**src/rtl/pb_port_pkg.sv**
```systemverilog
// Shared definitions for the PicoBlaze port responder: port addresses,
// STATUS/CTRL bit positions and the timer state encoding.
package pb_port_pkg;

   // Port addresses (exact match on port_id)
   localparam logic [7:0] PB_PORT_STATUS    = 8'h00;
   localparam logic [7:0] PB_PORT_DATA      = 8'h01;
   localparam logic [7:0] PB_PORT_RELOAD_LO = 8'h02;
   localparam logic [7:0] PB_PORT_RELOAD_HI = 8'h03;
   localparam logic [7:0] PB_PORT_CTRL      = 8'h04;
   localparam logic [7:0] PB_PORT_LED       = 8'h05;

   // STATUS bit positions
   localparam int unsigned STATUS_TIMER_EVT  = 0;
   localparam int unsigned STATUS_FIFO_EMPTY = 1;
   localparam int unsigned STATUS_FIFO_FULL  = 2;
   localparam int unsigned STATUS_OVERFLOW   = 3;

   // CTRL bit positions; CLR_* bits are write-one actions, not stored
   localparam int unsigned CTRL_TIMER_EN    = 0;
   localparam int unsigned CTRL_FIFO_IRQ_EN = 1;
   localparam int unsigned CTRL_CLR_OVF     = 2;
   localparam int unsigned CTRL_CLR_EVT     = 3;

   // Timer state encoding
   localparam logic [0:0] TMR_IDLE  = 1'b0;
   localparam logic [0:0] TMR_COUNT = 1'b1;

endpackage

```
**src/rtl/pb_byte_fifo.sv**
```systemverilog
// Small byte FIFO with registered head/tail pointers and occupancy count.
// DEPTH must be a power of two (pointers wrap by natural overflow), >= 2.
// Pushes when full and pops when empty are ignored.
module pb_byte_fifo #(
   parameter int unsigned DEPTH = 4
) (
   input  logic                     clk,
   input  logic                     reset_n,
   input  logic                     push,
   input  logic [7:0]               push_data,
   input  logic                     pop,
   output logic [7:0]               head,
   output logic                     full,
   output logic                     empty,
   output logic [$clog2(DEPTH):0]   count
);

   localparam int unsigned AW = $clog2(DEPTH);

   logic [7:0]    mem_q [DEPTH];
   logic [AW-1:0] wr_ptr_q, rd_ptr_q;
   logic [AW:0]   count_q, count_d;
   logic          push_ok, pop_ok;

   assign full    = (count_q == (AW+1)'(DEPTH));
   assign empty   = (count_q == '0);
   assign push_ok = push & ~full;
   assign pop_ok  = pop & ~empty;
   assign head    = mem_q[rd_ptr_q];
   assign count   = count_q;

   // Occupancy next-state
   always_comb begin
      count_d = count_q;
      case ({push_ok, pop_ok})
         2'b10:   count_d = count_q + 1'b1;
         2'b01:   count_d = count_q - 1'b1;
         default: count_d = count_q;
      endcase
   end

   // Pointers and count
   always_ff @(posedge clk or negedge reset_n) begin
      if (!reset_n) begin
         wr_ptr_q <= '0;
         rd_ptr_q <= '0;
         count_q  <= '0;
      end else begin
         if (push_ok) wr_ptr_q <= wr_ptr_q + 1'b1;
         if (pop_ok)  rd_ptr_q <= rd_ptr_q + 1'b1;
         count_q <= count_d;
      end
   end

   // Storage; contents are don't-care until written, so no reset
   always_ff @(posedge clk) begin
      if (push_ok) mem_q[wr_ptr_q] <= push_data;
   end

endmodule

```
**src/rtl/pb_port_responder.sv**
```systemverilog
// PicoBlaze I/O responder: STATUS/DATA/RELOAD/CTRL/LED ports, 4-deep input
// byte FIFO, interval timer and a sticky interrupt cleared by interrupt_ack.
// Build option: define PB_PORT_READBACK_EN to make ports 0x02-0x05 readable.
module pb_port_responder
   import pb_port_pkg::*;
#(
   parameter int unsigned CLK_FREQ_HZ = 25000000,
   parameter int unsigned TICK_HZ     = 1000,
   parameter int unsigned FIFO_DEPTH  = 4
) (
   input  logic       clk,
   input  logic       reset_n,
   input  logic [7:0] port_id,
   input  logic       write_strobe,
   input  logic       read_strobe,
   input  logic [7:0] out_port,
   output logic [7:0] in_port,
   output logic       interrupt,
   input  logic       interrupt_ack,
   input  logic       src_valid,
   input  logic [7:0] src_data,
   output logic       src_ready,
   output logic [7:0] led
);

   localparam int unsigned PRESC_TC = CLK_FREQ_HZ / TICK_HZ - 1;
   localparam int unsigned PRESC_W  = (PRESC_TC > 0) ? $clog2(PRESC_TC + 1) : 1;
   localparam int unsigned CNT_W    = $clog2(FIFO_DEPTH) + 1;

   // Register file
   logic [7:0]  led_q;
   logic [15:0] reload_q;
   logic        timer_en_q, fifo_irq_en_q;
   logic        overflow_q, timer_evt_q;
   logic [7:0]  in_port_q;
   logic        irq_q, irq_cond_q;

   // Timer
   logic [0:0]         tmr_state_q, tmr_state_d;
   logic [15:0]        tmr_cnt_q, tmr_cnt_d;
   logic [PRESC_W-1:0] presc_q, presc_d;
   logic               tick, evt_set;

   // FIFO
   logic             fifo_push, fifo_pop, fifo_full, fifo_empty;
   logic [7:0]       fifo_head;
   logic [CNT_W-1:0] fifo_count;

   logic       wr_reload_lo, wr_reload_hi, wr_ctrl, wr_led, rd_data_port;
   logic       irq_cond;
   logic [7:0] rd_data;

   assign wr_reload_lo = write_strobe & (port_id == PB_PORT_RELOAD_LO);
   assign wr_reload_hi = write_strobe & (port_id == PB_PORT_RELOAD_HI);
   assign wr_ctrl      = write_strobe & (port_id == PB_PORT_CTRL);
   assign wr_led       = write_strobe & (port_id == PB_PORT_LED);
   assign rd_data_port = read_strobe & (port_id == PB_PORT_DATA);

   assign src_ready = (fifo_count != CNT_W'(FIFO_DEPTH));
   assign fifo_push = src_valid & src_ready;
   // Empty-pop is dropped; a same-cycle push into an empty FIFO still lands
   assign fifo_pop  = rd_data_port & ~fifo_empty;

   pb_byte_fifo #(
      .DEPTH (FIFO_DEPTH)
   ) u_fifo (
      .clk       (clk),
      .reset_n   (reset_n),
      .push      (fifo_push),
      .push_data (src_data),
      .pop       (fifo_pop),
      .head      (fifo_head),
      .full      (fifo_full),
      .empty     (fifo_empty),
      .count     (fifo_count)
   );

   // Processor-writable configuration registers
   always_ff @(posedge clk or negedge reset_n) begin
      if (!reset_n) begin
         reload_q      <= 16'h0000;
         timer_en_q    <= 1'b0;
         fifo_irq_en_q <= 1'b0;
         led_q         <= 8'h00;
      end else begin
         if (wr_reload_lo) reload_q[7:0]  <= out_port;
         if (wr_reload_hi) reload_q[15:8] <= out_port;
         if (wr_ctrl) begin
            timer_en_q    <= out_port[CTRL_TIMER_EN];
            fifo_irq_en_q <= out_port[CTRL_FIFO_IRQ_EN];
         end
         if (wr_led) led_q <= out_port;
      end
   end

   // Sticky flags; a set event beats a same-cycle clear
   always_ff @(posedge clk or negedge reset_n) begin
      if (!reset_n) begin
         overflow_q  <= 1'b0;
         timer_evt_q <= 1'b0;
      end else begin
         if (src_valid & ~src_ready)                 overflow_q <= 1'b1;
         else if (wr_ctrl & out_port[CTRL_CLR_OVF])  overflow_q <= 1'b0;
         if (evt_set)                                timer_evt_q <= 1'b1;
         else if (wr_ctrl & out_port[CTRL_CLR_EVT])  timer_evt_q <= 1'b0;
      end
   end

   assign tick = (presc_q == PRESC_W'(PRESC_TC));

   // Timer next-state: reload ticks per event, reload sampled at each wrap
   always_comb begin
      tmr_state_d = tmr_state_q;
      tmr_cnt_d   = tmr_cnt_q;
      presc_d     = presc_q;
      evt_set     = 1'b0;
      case (tmr_state_q)
         TMR_IDLE: begin
            if (timer_en_q && (reload_q != 16'h0000)) begin
               tmr_state_d = TMR_COUNT;
               tmr_cnt_d   = reload_q;
               presc_d     = '0;
            end
         end
         TMR_COUNT: begin
            if (!timer_en_q || (reload_q == 16'h0000)) begin
               tmr_state_d = TMR_IDLE;
            end else if (tick) begin
               presc_d = '0;
               if (tmr_cnt_q == 16'd1) begin
                  evt_set   = 1'b1;
                  tmr_cnt_d = reload_q;
               end else begin
                  tmr_cnt_d = tmr_cnt_q - 16'd1;
               end
            end else begin
               presc_d = presc_q + 1'b1;
            end
         end
         default: tmr_state_d = TMR_IDLE;
      endcase
   end

   // Timer state registers
   always_ff @(posedge clk or negedge reset_n) begin
      if (!reset_n) begin
         tmr_state_q <= TMR_IDLE;
         tmr_cnt_q   <= 16'h0000;
         presc_q     <= '0;
      end else begin
         tmr_state_q <= tmr_state_d;
         tmr_cnt_q   <= tmr_cnt_d;
         presc_q     <= presc_d;
      end
   end

   assign irq_cond = timer_evt_q | (fifo_irq_en_q & ~fifo_empty);

   // Interrupt: set on rising edge of the request, cleared by ack (set wins)
   always_ff @(posedge clk or negedge reset_n) begin
      if (!reset_n) begin
         irq_cond_q <= 1'b0;
         irq_q      <= 1'b0;
      end else begin
         irq_cond_q <= irq_cond;
         if (irq_cond & ~irq_cond_q) irq_q <= 1'b1;
         else if (interrupt_ack)     irq_q <= 1'b0;
      end
   end

   // Read-data decode from the current port_id
   always_comb begin
      rd_data = 8'h00;
      case (port_id)
         PB_PORT_STATUS: begin
            rd_data[STATUS_TIMER_EVT]  = timer_evt_q;
            rd_data[STATUS_FIFO_EMPTY] = fifo_empty;
            rd_data[STATUS_FIFO_FULL]  = fifo_full;
            rd_data[STATUS_OVERFLOW]   = overflow_q;
         end
         PB_PORT_DATA: rd_data = fifo_empty ? 8'h00 : fifo_head;
`ifdef PB_PORT_READBACK_EN
         PB_PORT_RELOAD_LO: rd_data = reload_q[7:0];
         PB_PORT_RELOAD_HI: rd_data = reload_q[15:8];
         PB_PORT_CTRL:      rd_data = {6'b000000, fifo_irq_en_q, timer_en_q};
         PB_PORT_LED:       rd_data = led_q;
`endif
         default: rd_data = 8'h00;
      endcase
   end

   // Registered read path: one cycle from port_id to in_port
   always_ff @(posedge clk or negedge reset_n) begin
      if (!reset_n) in_port_q <= 8'h00;
      else          in_port_q <= rd_data;
   end

   assign in_port   = in_port_q;
   assign interrupt = irq_q;
   assign led       = led_q;

endmodule

```
**config.mk**
```make
export PLATFORM = sky130hd
export DESIGN_NAME = pb_port_responder
export DESIGN_NICKNAME = d
export VERILOG_FILES = /design/src/rtl/pb_port_pkg.sv /design/src/rtl/pb_byte_fifo.sv /design/src/rtl/pb_port_responder.sv
export SDC_FILE = /design/constraint.sdc
export NUM_CORES = 1
export LEC_CHECK = 0
export ABC_CLOCK_PERIOD_IN_PS = 2300
export BUFFER_PORTS_ARGS = -buffer_cell sky130_fd_sc_hd__buf_2
export CAP_MARGIN = 0
export CELL_PAD_IN_SITES_DETAIL_PLACEMENT = 0
export CELL_PAD_IN_SITES_GLOBAL_PLACEMENT = 1
export CORE_ASPECT_RATIO = 1.4
export CORE_MARGIN = 2
export CORE_UTILIZATION = 30
export CTS_CLUSTER_SIZE = 28
export DETAILED_ROUTE_END_ITERATION = 16
export PLACE_DENSITY = 0.64
export SKIP_LAST_GASP = 1
export SYNTH_ARGS = -nofsm -noshare
export SYNTH_HDL_FRONTEND = slang
export SYNTH_SLANG_ARGS = --single-unit
```
**constraint.sdc**
```tcl
create_clock -name clk -period 2.3 [get_ports clk]
set_clock_uncertainty 0.2 [all_clocks]
set_input_delay 0.115 -clock clk [delete_from_list [all_inputs] [get_ports clk]]
set_output_delay 0.115 -clock clk [all_outputs]
set_load 0.02 [all_outputs]
```
### After elaboration in Yosys (flattened, before gate mapping)

Memories as Yosys holds them, arrays and structs flattened.
Index checks and enable logic that the tools add are counted.
W data, S select, Z words.

| cells by class | value |
|---|---|
| add/subtract/negate cells | 6 |
| eq/ne operators | 14 |
| multiplexer cells | 28 |
| bitwise logic cells | 20 |
| reduce and logical (&&, ||, !) cells | 13 |

Operators by type and width:

| cell | count |
|---|---|
| $mux W16 | 4 |
| $mux W15 | 3 |
| $pmux W16 S2 | 1 |
| $pmux W15 S2 | 1 |
| $eq A16 B1 Y1 const B | 1 |
| $eq A8 B2 Y1 const B | 2 |
| $eq A8 B3 Y1 const B | 2 |
| $logic_not A16 Y1 | 1 |
| $reduce_bool A16 Y1 | 1 |
| $sub A16 B1 Y16 const B | 1 |
| $add A15 B1 Y15 const B | 1 |
| $eq A15 B15 Y1 const B | 1 |
| $and A1 B1 Y1 | 14 |
| $mux W1 | 14 |
| $eq A8 B1 Y1 const B | 1 |
| $logic_not A8 Y1 | 1 |
| $mux W8 | 1 |
| $pmux W4 S2 | 1 |
| $reduce_bool A2 Y1 | 4 |
| $pmux W3 S2 | 1 |
| $not A1 Y1 | 5 |
| $add A2 B1 Y2 const B | 2 |
| $mux W4 | 1 |
| $ne A2 B2 Y1 const B | 2 |
| 15 further kinds | 15 |

| word-level totals | value |
|---|---|
| register bits after elaboration | 77 |
| RAM bits | 32 |
| word-level logic and storage cells | 98 |
| memories kept | 1 |

Memories:

| memory | words | width | rd ports | clocked after Yosys merged registers in | wr ports | line | text |
|---|---|---|---|---|---|---|---|
| u_fifo.mem_q | 4 | 8 | 1 | 0 | 1 | pb_byte_fifo.sv:20 | `logic [7:0] mem_q [DEPTH];` |

### Longest topological paths before layout

Gate-level depths: netlist (run 1).

| logic depth | value |
|---|---|
| depth after elaboration | 6 |
| gate-level depth with buffers | 10 |

### By module

A second synthesis (run 1) with hierarchy kept.

| second synthesis, totals | value |
|---|---|
| cells, all modules | 410 |
| area, all modules | 5031.1 um^2 |

Modules (own cells, without submodules):

| module | instances | cells each | area an instance (um^2) |
|---|---|---|---|
| pb_port_responder | 1 | 330 | 3447.1 |
| pb_byte_fifo | 1 | 80 | 1584.0 |

### Worst setup path after synthesis (run 1)

No wires, ideal clock.

| timing | value |
|---|---|
| path type | reg-to-reg |
| start | register u_fifo.count_q[1], in the netlist u_fifo.count[1] |
| end | register u_fifo.count_q[1], in the netlist u_fifo.count[1] |
| arrival time | 2.120 ns |
| required time | 2.017 ns |
| slack | -0.102 ns |
| cell stages (with the launch flop) | 9 |
| period minus slack after synthesis | 2.402 ns |
| cells stage by stage | dfrtp_1 or3_1 and2_1 nor2b_1 and2_1 ha_1 inv_1 fa_1 o21ai_0 |

| on the way | value |
|---|---|
| word-level cells in the longest chain between the ends | 6 |
| elaborated cells on any way between the ends | 15 |

RTL lines:

| what | line | text |
|---|---|---|
| start: declaration | pb_byte_fifo.sv:22 | `logic [AW:0] count_q, count_d;` |
| start signal: assignment | pb_byte_fifo.sv:51 | `count_q <= count_d;` |
| $logic_not A3 Y1 * | pb_byte_fifo.sv:26 | `assign empty = (count_q == '0);` |
| $not A1 Y1 * | pb_byte_fifo.sv:28, pb_port_responder.sv:62 |  |
| $and A1 B1 Y1 | pb_port_responder.sv:62 | `assign fifo_pop = rd_data_port & ~fifo_empty;` |
| $and A1 B1 Y1 * | pb_byte_fifo.sv:28 | `assign pop_ok = pop & ~empty;` |
| via u_fifo.pop_ok | pb_byte_fifo.sv:23 | `logic push_ok, pop_ok;` |
| $eq A2 B1 Y1 or $eq A2 B2 Y1 (tied branches) | pb_byte_fifo.sv:35 | `case ({push_ok, pop_ok})` |
| $pmux W3 S2 or $reduce_bool A2 Y1 (tied branches) | -- |  |

The timed path passes the listed nets; every way through them passes the cells marked *.
A chain may end at the register's enable or synchronous reset.

### Worst setup path in the final report (run 1)

| timing | value |
|---|---|
| start | register u_fifo.count_q[1], in the netlist u_fifo.count[1] |
| end | register u_fifo.count_q[2], in the netlist u_fifo.count[2] |

Same word-level chain as after synthesis.

==> results of run 1 <==
metal layers:
layer	routed length (µm)	part of all wire [%]	GRT usage, %	vias to the layer above
met2	6430	53	24.3	54
met4	339	2.8	6.04	0
met1	5000	41	16.6	1824
met3	281	2.3	2.05	19
li1	-	-	-	1817
met5	0	0	0	-
final cells by class:
class / count / area (µm²) / share of cell area (%)
Sequential cell: 109 / 2890 / 43.3
Multi-Input combinational cell: 276 / 2140 / 32.1
Timing Repair Buffer: 136 / 1010 / 15.2
Tap cell: 199 / 249 / 3.74
Clock buffer: 9 / 225 / 3.38
Clock inverter: 7 / 96.3 / 1.45
Inverter: 14 / 52.6 / 0.789
Antenna cell: 1 / 2.50 / 0.0376
power groups by stage:
stage	Clock (mW)	Combinational [mW]	Sequential, mW
2_1_floorplan	0	0.644	2.43
3_3_place_gp	0	1.10	2.44
3_5_place_dp	0	1.13	2.45
4_1_cts	1.68	1.22	2.41
5_1_grt	1.77	1.41	2.45
6_report	1.64	1.28	2.42
cell usage after synthesis (5+ instances only):
master and count:
edfxtp_1 32, xnor2_1 8, nor2_1 28, nor4_1 5, inv_1 13, clkbuf_1 9
and3_1 12, or4_1 5, nand4_1 8, o31ai_1 7, mux4_2 8, o21ai_0 24
nor3_1 15, dfrtp_1 77, mux2_2 27, nand2_1 27, a21oi_1 21, ha_1 8
nand3_1 13, and2_1 6
state kept, by name, indices dropped and copies added, names as in the netlist, 2 cells and up:
signal	count
led	8
tmr_cnt_q	16
u_fifo.mem_q	32
presc_q	15
u_fifo.rd_ptr_q	2
in_port	8
reload_q	16
u_fifo.count	3
u_fifo.wr_ptr_q	2
worst paths after layout:
kind                       slack (ps)                           to                         from
max                                20  u_fifo.count[2]$_DFFE_PN0P_  u_fifo.count[1]$_DFFE_PN0P_
min reg2reg                       220        interrupt$_DFFE_PN0P_         irq_cond_q$_DFF_PN0_
min                                60    tmr_cnt_q[11]$_DFFE_PN0P_                      reset_n
min in group clk                  110    fifo_irq_en_q$_DFFE_PN0N_                   port_id[1]
max reg2reg                        20  u_fifo.count[2]$_DFFE_PN0P_  u_fifo.count[1]$_DFFE_PN0P_
max in group asynchronous        1240      reload_q[4]$_DFFE_PN0P_                      reset_n
worst register-to-register path, cell delays in order, from the launching register on:
cell and delay, ps:
dfrtp_1 380, or3_4 390, and2_4 170, nor2b_4 120
and2_4 160, ha_4 160, inv_2 50, fa_2 180
xor2_1 140, nor2_1 80, xor2_1 140
logic make-up (layout without fill, tap and decap cells):
logic type / Yosys count / after routing / synth area share [%]
fa+ha+maj: 9 / 9 / 2.41
other cells: 0 / 1 / 0
xor+xnor: 11 / 11 / 1.93
simple gates: 140 / 141 / 15.2
compound gates: 78 / 79 / 10.3
mux: 36 / 36 / 9.90
buf+inv: 29 / 166 / 2.36
flops: 109 / 109 / 57.8
repair_timing:
action,in CTS,in global routing
gates cloned,0,2
endpoints found under the hold margin,142,0
hold buffers,22,0
pin swaps,7,16
setup buffers,6,8
resized for setup,7,23
setup endpoints to repair,29,34
per-stage QoR:
stage / hold WS (ps) / util [%]
finish: 56.2 / 41.0
global route: 86.0 / 41.0
CTS: 77.2 / 40.0
detailed placement: -90.4 / 36.2
global placement: -95.4 / 36.2
floorplan: -381 / -
==> out/qor.yml, run 1 <==
timing:
  finalHoldViolCount: 0
  max_slew_margin_pct: 67.7
  rsz0062_at_grt: "true"
  setup_viol: 0
  tightest_slew_ps: 481
  finalMaxSlewViolations: 0
  setup_tns_ps: 0
  layout_setup_ws_ps: 15.3
  fmax_mhz: 438
  fin_crit_sh_pct: 99.3
  period_needed_ps: 2280
placed_design:
  numPortBuffers: 47
  dpl.cell_count: 697
  dpl_worst_slack_ps: -263
  dp.final_hpwl_mm: 8.51
  postPlaceCellArea_mm2: 0.00587
  gp_congestion: 0.760
synthesis:
  syn_area_per_cell_um2: 12.1
  synth_async_sr_flop_share_pct: 70.6
  synth_edf_count: 32
  synth_top_area_share_pct: 38.6
  synth-seq-area-share_pct: 57.8
  ys_ff_latch: 109
  synth_fp_nets: 451
  synthFlopType: "dfrtp_1"
  synth_cell_types: 55
  netlist_instances: 412
  synth_area_leaders: "dfrtp_1, edfxtp_1, mux2_2"
  synth-warning-count: 0
  netlist_area_mm2: 0.00499
  netlist.top_cell.by_area: "dfrtp_1"
job:
  drv_cap: 0
run_status:
  status: "finished clean"
critical_path:
  cp_max_fo: 2
  cp.required_ps: 2340
  reg2reg_depth: 10
  crit_cells: 10
  crit_slowest_cell: "or3_4"
  critPathTopFamily: "simple AND/OR/NAND/NOR gates"
  worstSetupStartpointType: "flip-flop"
  critPathArrivalTime_ps: 2320
  critical_path.cell_chain: "or3_4, and2_4, nor2b_4, and2_4, ha_4, inv_2, fa_2, xor2_1, nor2_1, xor2_1"
  path_class: "reg2reg"
  cpPeakStageDelay_ps: 390
  cp.buffers_inverters: 1
  end_kind: "flip-flop"
clock_tree:
  cts_root_buffer: "clkbuf_16"
  clkSlewWorstSetupHoldPaths_ps: 80
  cts_buffer_depth: 2
  numCtsBuffers: 9
  cts_tree: "done"
  h-tree-depth: 3
  cts.sinks: 109
  clock_latency_ps: 350
final_layout:
  drive_gt1_share_pct: 36.8
  mostFrequentLayoutCells: "dfrtp_1, buf_4, buf_2"
  finalNonFillerCells: 751
  area_growth_syn_to_layout_pct: 33.5
  final_common_cell: "dfrtp_1"
  nNetsFinal: 585
  design_area_mm2: 0.00666
  n_fill_cell: 1569
die:
  start_util_pct: 30.7
  die-area_mm2: 0.0177
  io_pins: 48
  core_mm2: 0.0162
  num_rows: 55
  die_h_um: 157
  die_x_um: 113
drt:
  num_vias: 3714
  drt_iter0_markers: 170
  detail-route-antenna-nets: 0
  dr.pass1.iters: 4
  wl_mm: 12.0
  wl_per_cell_um: 16.0
  drcViolationCount: 0
  viasPerCell: 4.95
pwr:
  vdd_drop_max_v: 0.000528
  p_switching_mw: 1.65
  power_frac_comb_pct: 23.9
  pwr-share-seq_pct: 45.3
  power_density_mw_per_mm2: 801
  p_total_mw: 5.34
  intPower_mw: 3.69
  p_leak_nw: 2.91
  switching_share_pct: 30.9
  p_clk_share_pct: 30.8
worst_hold_path:
  hold_class: "in2async"
grt:
  grt-ovfl-total: 0
  grt_antenna_before_repair: 1
  grt_max_degree: 45
  grt_pass1_wl_mm: 19.1
  grt_usage_pct: 13.8
  grt_pass1_vias: 3686
Power figures use the tool's default switching activity.
==> inputs of run 2 (changes only) <==
- CORE_MARGIN: 2 -> 3
- SETUP_SLACK_MARGIN: unset -> 0.5
==> out/qor.yml, run 2 (synthesis results as in run 1) <==
clock_tree:
  cts_tree: "done"
  clkSlewWorstSetupHoldPaths_ps: 80  # about the same
  numCtsBuffers: 9  # unchanged
  cts_buffer_depth: 2  # unchanged
  cts.sinks: 109  # unchanged
  cts_root_buffer: "clkbuf_16"
  h-tree-depth: 3  # unchanged
  clock_latency_ps: 350  # about the same
critical_path:
  worstSetupStartpointType: "flip-flop"
  reg2reg_slack_ps: 4  # about the same
  cp.required_ps: 2360  # +20 ps
  critPathArrivalTime_ps: 2350  # +30 ps
  timing.rr.start: "reload_q[2]$_DFFE_PN0P_"
  timing.rr.end: "presc_q[6]$_DFFE_PN0P_"
  path_class: "reg2reg"
  end_kind: "flip-flop"
  reg2reg_depth: 8  # -2
  cp_max_fo: 5  # +3
timing:
  finalHoldViolCount: 0  # unchanged
  period_needed_ps: 2300  # +11.0 ps
  max_slew_margin_pct: 69.5  # +1.8 points
  finalMaxSlewViolations: 0  # unchanged
  tightest_slew_ps: 458  # -23.2 ps
  setup_viol: 0  # unchanged
  fmax_mhz: 436  # -0.48%
  setup_tns_ps: 0  # unchanged
  rsz0062_at_grt: "true"
  fin_crit_sh_pct: 99.8  # +0.48 points
grt:
  grt_usage_pct: 14.7  # +0.94 points
  grt_pass1_vias: 4045  # +9.7%
  grt-ovfl-total: 0  # unchanged
  grt_antenna_before_repair: 0  # -1
  grt_pass1_wl_mm: 20.8  # +8.7%
  grt_max_degree: 32  # -29%
placed_design:
  gp_congestion: 0.841  # +11%
  dpl.cell_count: 701  # +0.57%
  numPortBuffers: 47  # unchanged
  dp.final_hpwl_mm: 8.67  # +1.9%
die:
  die-area_mm2: 0.0182  # +3.1%
  io_pins: 48  # unchanged
  core_mm2: 0.0162  # unchanged
  die_h_um: 159  # +1.3%
  die_x_um: 115  # +1.8%
  start_util_pct: 30.7  # unchanged
  num_rows: 55  # unchanged
final_layout:
  drive_gt1_share_pct: 41.3  # +4.4 points
  finalNonFillerCells: 761  # +1.3%
  area_growth_syn_to_layout_pct: 37.8
  n_antenna_cell: 0  # -1
  seqCellArea_mm2: 0.00289  # about the same
  top_regs: "u_fifo.mem_q (32), reload_q (16), tmr_cnt_q (16)"
  nNetsFinal: 596  # +1.9%
  final_common_cell: "dfrtp_1"
  regMostFlops: "u_fifo.mem_q"
  mostFrequentLayoutCells: "dfrtp_1, buf_4, buf_2"
  n_fill_cell: 1553  # -1.0%
  multi_input_area_mm2: 0.00229  # +7.3%
  largest_reg_flops: 32  # unchanged
run_status:
  status: "finished clean"
drt:
  wl_per_cell_um: 17.1  # +6.7%
  detail-route-antenna-nets: 0  # unchanged
  wl_mm: 13.0  # +8.2%
  dr.pass1.iters: 4  # unchanged
  drcViolationCount: 0  # unchanged
  drt_iter0_markers: 152  # -11%
  num_vias: 3885  # +4.6%
  viasPerCell: 5.11  # +3.2%
worst_hold_path:
  min_delay_path_depth: 5
  hp-start: "port_id[5]"
  hold_class: "in2reg"
  min_to: "in_port[2]$_DFF_PN0_"
pwr:
  p_total_mw: 5.29  # -0.93%
  power_density_mw_per_mm2: 769  # -4.1%
  p_leak_nw: 2.97  # +2.1%
  vdd_drop_max_v: 0.000690  # +31%
job:
  drv_cap: 0  # unchanged
[run 2: cell count changes in the layout (fill, tap and decap cells not counted), sizes merged]
cell      previous run  this run
buf                114       122
a21oi               23        25
clkinvlp             0         2
clkinv               2         1
diode                1         0
inv                 19        18
o21ai               25        26
[run 2: what timing repair did]
action | in CTS | in global routing
cloned | 5 | 1
buffers inserted | 12 | 4
pin swaps | 14 | 5
gates resized for setup | 24 | 20
hold buffers | 22 | 0
endpoints found under the hold margin | 141 | 0
endpoints found under the setup margin | 36 | 69
[run 2: metal layers]
layer	share of wire [%]	up-vias	track usage, %
li1	-	1847	-
met1	42	1930	17.6
met2	53	87	26.3
met3	2.6	21	1.98
met4	2.2	0	6.32
met5	0	-	0
[run 2: layout make-up]
class,instances,share of cell area [%]
Clock inverter,7,0.964
Clock buffer,9,3.27
Inverter,14,0.836
Tap cell,199,3.62
Sequential cell,109,42.0
Multi-Input combinational cell,279,33.3
Timing Repair Buffer,144,16.0
[run 2: critical path: stages, from the launching register on]
cell and delay (ps):
dfrtp_1 420, or4_4 540, o41ai_4 320, buf_4 180
buf_6 130, inv_6 50, buf_6 130, a21bo_2 180
o31ai_1 60
[run 2: power by group]
part / leakage [nW] / switching [mW] / total, mW / internal [mW]
Combinational: 1.50 / 0.692 / 1.33 / 0.640
Clock: 0.138 / 0.771 / 1.54 / 0.765
Sequential: 1.34 / 0.164 / 2.42 / 2.26
[run 2: how the worst max path moves through the flow]
stage	startpoint	to	cells past startpoint	slack (ps)
2_1_floorplan	reload_q[6]$_DFFE_PN0P_	tmr_cnt_q[12]$_DFFE_PN0P_	7	50
3_3_place_gp	presc_q[11]$_DFFE_PN0P_	tmr_cnt_q[0]$_DFFE_PN0P_	5	-210
3_5_place_dp	presc_q[11]$_DFFE_PN0P_	tmr_cnt_q[11]$_DFFE_PN0P_	5	-260
4_1_cts	reload_q[4]$_DFFE_PN0P_	presc_q[6]$_DFFE_PN0P_	7	20
5_1_grt	reload_q[4]$_DFFE_PN0P_	presc_q[12]$_DFFE_PN0P_	8	-40
6_report	reload_q[2]$_DFFE_PN0P_	presc_q[6]$_DFFE_PN0P_	8	4
[run 2: through the flow]
| step | instance area (µm²) | hold WS (ps) | utilization [%] | setup WS (ps) |
|---|---|---|---|---|
| final | 6880 | 18.9 | 42.4 | 4.28 |
| after global routing | 6880 | 49.6 | 42.4 | -41.0 |
| after CTS | 6770 | 3.36 | 41.7 | 24.5 |
| after detailed placement | 5990 | -98.7 | 36.9 | -265 |
| after global placement | 5990 | -110 | 36.9 | -215 |
| after floorplan | 5140 | -381 | - | 53.5 |
